**config.mk**
```make
export PLATFORM = sky130hd
export DESIGN_NAME = ifid_hazard_ctrl
export DESIGN_NICKNAME = d
export VERILOG_FILES = /design/src/rtl/mips_ctrl_pkg.sv /design/src/rtl/fp_occupancy_ctr.sv /design/src/rtl/ifid_hazard_ctrl.sv
export SDC_FILE = /design/constraint.sdc
export NUM_CORES = 1
export LEC_CHECK = 0
export BUFFER_PORTS_ARGS = -buffer_cell sky130_fd_sc_hd__buf_4
export CAP_MARGIN = 20
export CORE_ASPECT_RATIO = 0.8
export CORE_MARGIN = 4
export CORE_UTILIZATION = 38
export CTS_CLUSTER_SIZE = 8
export DETAILED_ROUTE_END_ITERATION = 10
export PLACE_DENSITY = 0.63
export SLEW_MARGIN = 20
export SYNTH_ARGS = -nofsm -noshare
export SYNTH_HDL_FRONTEND = slang
export SYNTH_SLANG_ARGS = --single-unit
```
**constraint.sdc**
```tcl
create_clock -name clk -period 2.7 [get_ports clk]
set_input_delay 0.135 -clock clk [delete_from_list [all_inputs] [get_ports clk]]
set_output_delay 0.135 -clock clk [all_outputs]
set_load 0.005 [all_outputs]
```
**src/rtl/mips_ctrl_pkg.sv**
```systemverilog
// Shared types and constants for the MIPS pipeline control blocks.
// Holds the FP occupancy state encoding and the IF/ID control bundle.
package mips_ctrl_pkg;

  typedef enum logic {
    RUN     = 1'b0,
    FP_BUSY = 1'b1
  } state_e;

  localparam logic [4:0]  REG_ZERO = 5'd0;

  // sll $0,$0,0 -- what a flushed IF/ID or a bubbled ID/EX holds
  localparam logic [31:0] NOP_INSTR = 32'h0000_0000;

  typedef struct packed {
    logic pc_we;
    logic ifid_we;
    logic ifid_flush;
    logic idex_bubble;
  } ctrl_t;

  localparam ctrl_t CTRL_RESET    = '{pc_we: 1'b0, ifid_we: 1'b0, ifid_flush: 1'b1, idex_bubble: 1'b1};
  localparam ctrl_t CTRL_BRANCH   = '{pc_we: 1'b1, ifid_we: 1'b1, ifid_flush: 1'b1, idex_bubble: 1'b1};
  localparam ctrl_t CTRL_JUMP     = '{pc_we: 1'b1, ifid_we: 1'b1, ifid_flush: 1'b1, idex_bubble: 1'b0};
  localparam ctrl_t CTRL_STALL    = '{pc_we: 1'b0, ifid_we: 1'b0, ifid_flush: 1'b0, idex_bubble: 1'b1};
  localparam ctrl_t CTRL_FLOW     = '{pc_we: 1'b1, ifid_we: 1'b1, ifid_flush: 1'b0, idex_bubble: 1'b0};

endpackage

```
**src/rtl/fp_occupancy_ctr.sv**
```systemverilog
// Tracks how long the multi-cycle FP unit stays occupied after an issue.
// Owns the RUN/FP_BUSY state, the occupancy down-counter and the fp_busy flop.
module fp_occupancy_ctr
  import mips_ctrl_pkg::*;
#(
  parameter int FP_LAT = 4
) (
  input  logic clk,
  input  logic rst,
  input  logic issue,
  output logic busy_state,
  output logic fp_busy
);

  localparam logic [3:0] OCC_LOAD = 4'(FP_LAT - 1);

  state_e     state, state_next;
  logic [3:0] occ, occ_next;

  // NOTE: sequential state uses non-blocking assignments so every flop samples
  // the pre-edge values; blocking here would create order-dependent races.
  always_ff @(posedge clk) begin
    if (rst) begin
      state   <= RUN;
      occ     <= 4'd0;
      fp_busy <= 1'b0;
    end else begin
      state   <= state_next;
      occ     <= occ_next;
      fp_busy <= (state_next == FP_BUSY);
    end
  end

  // NOTE: every output of this block gets a default first; a path that leaves
  // one unassigned would infer a latch.
  always_comb begin
    state_next = state;
    occ_next   = occ;
    case (state)
      RUN: begin
        // A single-cycle FP unit never blocks, so it stays in RUN.
        if (issue && (FP_LAT > 1)) begin
          state_next = FP_BUSY;
          occ_next   = OCC_LOAD;
        end
      end
      FP_BUSY: begin
        if (occ == 4'd1) begin
          state_next = RUN;
          occ_next   = 4'd0;
        end else begin
          occ_next   = occ - 4'd1;
        end
      end
      default: begin
        state_next = RUN;
        occ_next   = 4'd0;
      end
    endcase
  end

  assign busy_state = (state == FP_BUSY);

endmodule

```
**src/rtl/ifid_hazard_ctrl.sv**
```systemverilog
// IF/ID hazard controller: load-use, branch/jump redirect and FP structural
// hazards drive PC / IF/ID / ID/EX controls; also counts stall cycles.
module ifid_hazard_ctrl
  import mips_ctrl_pkg::*;
#(
  parameter int FP_LAT = 4,
  parameter int CNT_W  = 16
) (
  input  logic             clk,
  input  logic             rst,
  input  logic [4:0]       id_rs,
  input  logic [4:0]       id_rt,
  input  logic             id_uses_rt,
  input  logic             id_is_fp,
  input  logic             id_is_jump,
  input  logic             ex_mem_read,
  input  logic [4:0]       ex_rt,
  input  logic             ex_branch_taken,
  output logic             pc_we,
  output logic             ifid_we,
  output logic             ifid_flush,
  output logic             idex_bubble,
  output logic             fp_busy,
  output logic [CNT_W-1:0] stall_cnt
);

  logic  load_use;
  logic  fp_hold;
  logic  redirect;
  logic  stall;
  logic  fp_issue;
  logic  busy_state;
  logic  fp_busy_q;
  ctrl_t ctrl;

  always_comb begin
    load_use = ex_mem_read && (ex_rt != REG_ZERO) &&
               ((ex_rt == id_rs) || (id_uses_rt && (ex_rt == id_rt)));
    fp_hold  = id_is_fp && busy_state;
    redirect = ex_branch_taken || id_is_jump;
    // A redirect squashes the ID instruction, so its hazards are moot.
    stall    = !redirect && (load_use || fp_hold);
    fp_issue = id_is_fp && !busy_state && !load_use && !redirect && !rst;

    ctrl = CTRL_FLOW;
    if (rst)                  ctrl = CTRL_RESET;
    else if (ex_branch_taken) ctrl = CTRL_BRANCH;
    else if (id_is_jump)      ctrl = CTRL_JUMP;
    else if (stall)           ctrl = CTRL_STALL;
  end

  assign pc_we       = ctrl.pc_we;
  assign ifid_we     = ctrl.ifid_we;
  assign ifid_flush  = ctrl.ifid_flush;
  assign idex_bubble = ctrl.idex_bubble;

  fp_occupancy_ctr #(
    .FP_LAT (FP_LAT)
  ) u_fp_occ (
    .clk        (clk),
    .rst        (rst),
    .issue      (fp_issue),
    .busy_state (busy_state),
    .fp_busy    (fp_busy_q)
  );

  // The flop only clears at the reset edge; mask it while rst is still high.
  assign fp_busy = fp_busy_q && !rst;

  always_ff @(posedge clk) begin
    if (rst) begin
      stall_cnt <= '0;
    end else if (stall && !rst && (stall_cnt != '1)) begin
      stall_cnt <= stall_cnt + CNT_W'(1);
    end
  end

endmodule

```
==> results of run 1 <==
==> report_power, final <==
| group | switching (mW) | internal [mW] |
|---|---|---|
| Clock | 0.0955 | 0.105 |
| Combinational | 0.0412 | 0.0470 |
| Sequential | 0.00415 | 0.314 |
| Total | 0.141 | 0.466 |
==> cell usage after synthesis (4+ instances only) <==
cell     instances
dfxtp_1         21
nand2_1         10
or4_1            5
nand3_1          7
nor3_1           8
or3_1            7
o31ai_1          4
nand4_1          4
inv_1           10
a21oi_1         14
nor2_1           9
o21ai_0          8
xnor2_1         10
==> final cells by class <==
| class | instances | area [µm²] |
|---|---|---|
| multi-input cells | 118 | 767 |
| fillers | 319 | 1520 |
| well taps | 40 | 50.0 |
| repair buffers | 42 | 315 |
| clock buffers | 4 | 45.0 |
| flip-flops and latches | 21 | 420 |
| inverters | 10 | 37.5 |
==> path summary, 6_finish.rpt <==
kind,cells after the start,startpoint,endpoint
hold reg to reg,1,u_fp_occ.occ[3],u_fp_occ.occ[3]
hold / removal,4,id_is_jump,stall_cnt[14]
setup / recovery,6,stall_cnt[0],stall_cnt[9]
setup reg to reg,6,stall_cnt[0],stall_cnt[9]
==> sequential cells by signal, indices dropped and copies added, names as in the netlist <==
register and cells:
stall_cnt 16, u_fp_occ.occ 4, u_fp_occ.fp_busy 1
==> critical path, cell delays in order, from the launching register on <==
cell	delay, ns
dfxtp_1	0.38
ha_1	0.26
and3_1	0.18
a221oi_2	0.20
nand2_1	0.35
or4_1	0.58
a21oi_1	0.16
==> through the flow <==
step	hold WS, ns	instance area, µm²	std cells	setup WS, ns	util (%)
2_1_floorplan	0.362	1280	155	0.870	-
3_3_place_gp	0.471	1590	231	0.623	50.4
3_5_place_dp	0.476	1590	231	0.537	50.4
4_1_cts	0.249	1640	235	0.517	51.9
5_1_grt	0.253	1640	235	0.317	51.9
6_report	0.247	1640	235	0.509	51.9
==> cells by family (layout without fill, tap and decap cells) <==
logic type | after synthesis | after routing | synth area share [%]
XOR/XNOR | 11 | 11 | 7.53
AND/OR/NAND/NOR | 63 | 63 | 27.3
adder cells (fa/ha/maj) | 3 | 3 | 2.93
multiplexers | 3 | 3 | 2.64
buffers and inverters | 16 | 56 | 7.23
AO/OA/AOI/OAI | 38 | 38 | 19.6
flip-flops | 21 | 21 | 32.8
==> layer usage <==
metal  routed length (µm)  share of wire (%)
met1                 1440                 45
met2                 1640                 51
met4                    9               0.28
met3                  104                3.3
met5                    0                  0
==> qor.yml, run 1 <==
top_usage_layer: "met2"
synth-edff-count: 0
htree_levels: 1
gr-usage-met3_pct: 4.20
worstSetupPathType: "reg2reg"
rrSetupSlack_ns: 0.51
grt_util_met2_pct: 27.2
grtUsageMet1_pct: 17.4
drive_gt1_share_pct: 27.7
postSynthAreaPerCell_um2: 8.26
clock-root-buffer: "clkbuf_8"
grt_pass1_wl_um: 5130
hold_viol: 0
grt_pass1_vias: 1192
synthFlopType: "dfxtp_1"
status: "finished, final reports clean"
rows: 18
design.die.area_um2: 4370
vias_per_cell: 5.46
synth.distinct_cells: 39
io_pins: 43
overflow: 0
powerDensity_nw_per_um2: 371
ys_warn_count: 0
ant_nets: 0
first_pass_iters: 4
layout_commonest_cell: "buf_4"
wl_per_cell_um: 13.6
fin_crit_ns: 2.19
grtUsageTotal_pct: 14.9
worstPathMaxFanout: 19
postCtsResizedCells: 0
vdd_drop_max_uv: 258
synth_fp_nets: 180
critical_path_arrival_ns: 2.38
maxSlewViolCount: 0
clock-sinks: 21
cts_tree: "done"
async_flop_share_pct: 0
hold_class: "in2reg"
fp.dieH_um: 59.9
clock_path_buffers: 2
synth_top_area_cell: "dfxtp_1"
grt_start_max_net_pins: 29
syn_area_um2: 1280
wirelength_um: 3190
final_cell_mix: "42 x buf_4, 21 x dfxtp_1, 14 x a21oi_1"
dp_hpwl_um: 2510
leakage_nw: 0.596
power.total_mw: 0.607
worstMarginPinSlew_ns: 0.527
synth_top_area_share_pct: 32.8
drt_iter0_drc: 76
syn2layout_area_growth_pct: 27.8
slew_headroom_pct: 64.8
route.detailed.drc: 0
core-area_um2: 3150
fin_crit_sh_pct: 81.2
hold_buffers: 0
vias: 1282
synth_seq_area_share_pct: 32.8
cts_setup_buffers: 0
final_nets: 221
io_buffers: 42
crit_path_end_kind: "register"
syn_inst: 155
antenna_found_initial: 0
netlist_top_cells_area: "dfxtp_1 33%, xnor2_1 6.8%, a21oi_1 5.5%"
finalSetupTns_ns: 0
synth_seq_cells: 21
cts_buffers: 3
setup_viol: 0
rsz0062_at_grt: "false"
skew_ns: 0.00377
dieWidth_um: 72.9
clk_pin_slew_ns: 0.07
antenna-diode-count: 0
clock_latency_ns: 0.26
start_util_pct: 40.6
max_freq_mhz: 456
start_kind: "register"
place_congestion: 0.791
required_ns: 2.89
cap_violations: 0
Power figures use the tool's default switching activity.
==> run 2, diff against run 1 <==
==> constraint.sdc (replaced) <==
create_clock -name clk -period 2.2 [get_ports clk]
set_input_delay 0.11 -clock clk [delete_from_list [all_inputs] [get_ports clk]]
set_output_delay 0.11 -clock clk [all_outputs]
set_load 0.005 [all_outputs]
==> run 2 against run 1 <==
Core utilization rose by 0.71 points; first-iteration DRC count fell by 50%; global-route usage rose by 0.36 points; count of clock-buffer cells in the layout did not move; clock power rose by 24%; sequential power rose by 23%; via count rose by 0.55%; non-clock buffer count rose by 3; critical path depth rose by 1; register-to-register slack got worse by 0.36 ns; highest routed layer unchanged.
==> qor.yml, run 2 (synthesis gave the netlist of run 1 again) <==
route.detailed.drc: 0  # unchanged
place_congestion: 0.765  # was 0.791
maxSlewViolCount: 0  # unchanged
clock-sinks: 21  # unchanged
final_nets: 224  # was 221
io_pins: 43  # unchanged
start_kind: "register"  # unchanged
pre_cts_ws_ns: 0.180  # was 0.537 ns
overflow: 0  # unchanged
postCtsResizedCells: 0  # unchanged
clock-root-buffer: "clkbuf_8"  # unchanged
fp.dieH_um: 59.9  # unchanged
worstHoldStart: "id_is_jump"  # unchanged
slowest_delay_ns: 0.37  # was 0.58 ns
placed_area_um2: 1610  # was 1590 µm²
cts_buffers: 3  # unchanged
power.total_mw: 0.748  # was 0.607 mW
rrSetupSlack_ns: 0.15  # was 0.51 ns
wl_per_cell_um: 13.6  # about the same
start_util_pct: 40.6  # unchanged
ant_nets: 0  # unchanged
design.die.area_um2: 4370  # unchanged
worstMarginPinSlew_ns: 0.370  # was 0.527 ns
timing.rr.start: "stall_cnt[1]"  # was stall_cnt[0]
vdd_drop_max_uv: 355  # was 258 µV
grt_start_max_net_pins: 28  # was 29
leakage_nw: 0.611  # was 0.596 nW
vias_per_cell: 5.42  # was 5.46
rsz0062_at_grt: "false"  # unchanged
rows: 18  # unchanged
layout_commonest_cell: "buf_4"  # unchanged
setup_viol: 0  # unchanged
antenna-diode-count: 0  # unchanged
grtUsageTotal_pct: 15.3  # was 14.9%
hold_class: "in2reg"  # unchanged
finalSetupTns_ns: 0  # unchanged
skew_ns: 0.00171  # was 0.00377 ns
first_pass_iters: 4  # unchanged
worstSetupPathType: "reg2reg"  # unchanged
cts_setup_buffers: 0  # unchanged
cts_tree: "done"  # unchanged
hold_path_depth: 4  # unchanged
fin_crit_ns: 2.05  # was 2.19 ns
drive_gt1_share_pct: 28.8  # was 27.7%
clock_path_buffers: 2  # unchanged
slowest_stage: "dfxtp_1"  # was or4_1
holdWs_ns: 0.213  # was 0.247 ns
fin_crit_sh_pct: 93.2  # was 81.2%
powerDensity_nw_per_um2: 451  # was 371 nW/µm²
final_cell_mix: "45 x buf_4, 21 x dfxtp_1, 14 x a21oi_1"  # was 42 x buf_4, 21 x dfxtp_1, 14 x a21oi_1
max_freq_mhz: 487  # was 456 MHz
vias: 1289  # was 1282
required_ns: 2.39  # was 2.89 ns
io_buffers: 42  # unchanged
status: "finished, final reports clean"  # unchanged
top_regs: "stall_cnt: 16 flops, u_fp_occ.occ: 4 flops, u_fp_occ.fp_busy: 1 flops"  # unchanged
htree_levels: 1  # unchanged
stdcell_area_um2: 1660  # was 1640 µm²
grt_pass1_wl_um: 5210  # was 5130 µm
path_cells: "ha_1 > and3_1 > a221oi_2 > nand2_1 > buf_4 > or3_1 > a21oi_1"  # was ha_1 > and3_1 > a221oi_2 > nand2_1 > or4_1 > a21oi_1
worstPathMaxFanout: 11  # was 19
slew_headroom_pct: 75.3  # was 64.8%
reg2reg_to: "stall_cnt[5]"  # was stall_cnt[9]
hold_buffers: 0  # unchanged
largest_reg_flops: 16  # unchanged
min_to: "stall_cnt[14]"  # unchanged
antenna_found_initial: 0  # unchanged
clk_pin_slew_ns: 0.07  # about the same
wirelength_um: 3240  # was 3190 µm
hold_viol: 0  # unchanged
core-area_um2: 3150  # unchanged
syn2layout_area_growth_pct: 29.5  # was 27.8%
critical_path_arrival_ns: 2.24  # was 2.38 ns
rr_worst_depth: 7  # was 6
regMostFlops: "stall_cnt"  # unchanged
dp_hpwl_um: 2490  # was 2510 µm
dieWidth_um: 72.9  # unchanged
cap_violations: 0  # unchanged
grt_pass1_vias: 1249  # was 1192
drt_iter0_drc: 38  # was 76
worst_slack_ns: 0.149  # was 0.509 ns
crit_path_end_kind: "register"  # unchanged
clock_latency_ns: 0.26  # about the same
[run 2: critical path: cells and delay by family, from the launching register on]
family                   cells  cell delay [ns]
buffers and inverters        1             0.24
AO/OA/AOI/OAI                2             0.35
flip-flops                   1             0.37
adder cells (fa/ha/maj)      1             0.25
AND/OR/NAND/NOR              3             0.78
[run 2: worst max-delay path by stage]
stage,to,startpoint,slack [ns]
2_1_floorplan,stall_cnt[12],stall_cnt[0],0.37
3_3_place_gp,stall_cnt[5],stall_cnt[3],0.23
3_5_place_dp,stall_cnt[5],stall_cnt[1],0.18
4_1_cts,stall_cnt[5],stall_cnt[1],0.16
5_1_grt,stall_cnt[3],stall_cnt[1],0.01
6_report,stall_cnt[5],stall_cnt[1],0.15
[run 2: routing by layer]
metal  vias to the layer above  GRT usage [%]  share of wire (%)
li1                        654              -                  -
met1                       614           17.1                 45
met2                        17           27.8                 51
met3                         4           4.03                3.3
met4                         0           5.79               0.74
met5                         -              0                  0
[run 2: stage by stage]
step,instances,util (%)
after global placement,234,51.2
after detailed placement,234,51.2
after global routing,238,52.6
final,238,52.6
after CTS,238,52.6
after floorplan,155,-
[run 2: layout make-up]
cell class | instances | area (µm²)
fillers | 330 | 1500
repair buffers | 45 | 338
flip-flops and latches | 21 | 420
multi-input cells | 118 | 767
inverters | 10 | 37.5
clock buffers | 4 | 45.0
well taps | 40 | 50.0
[run 2: power by group]
group | total (mW) | internal, mW | switching (mW)
Sequential | 0.390 | 0.385 | 0.00552
Combinational | 0.109 | 0.0588 | 0.0498
Clock | 0.249 | 0.129 | 0.120
Total | 0.748 | 0.573 | 0.176
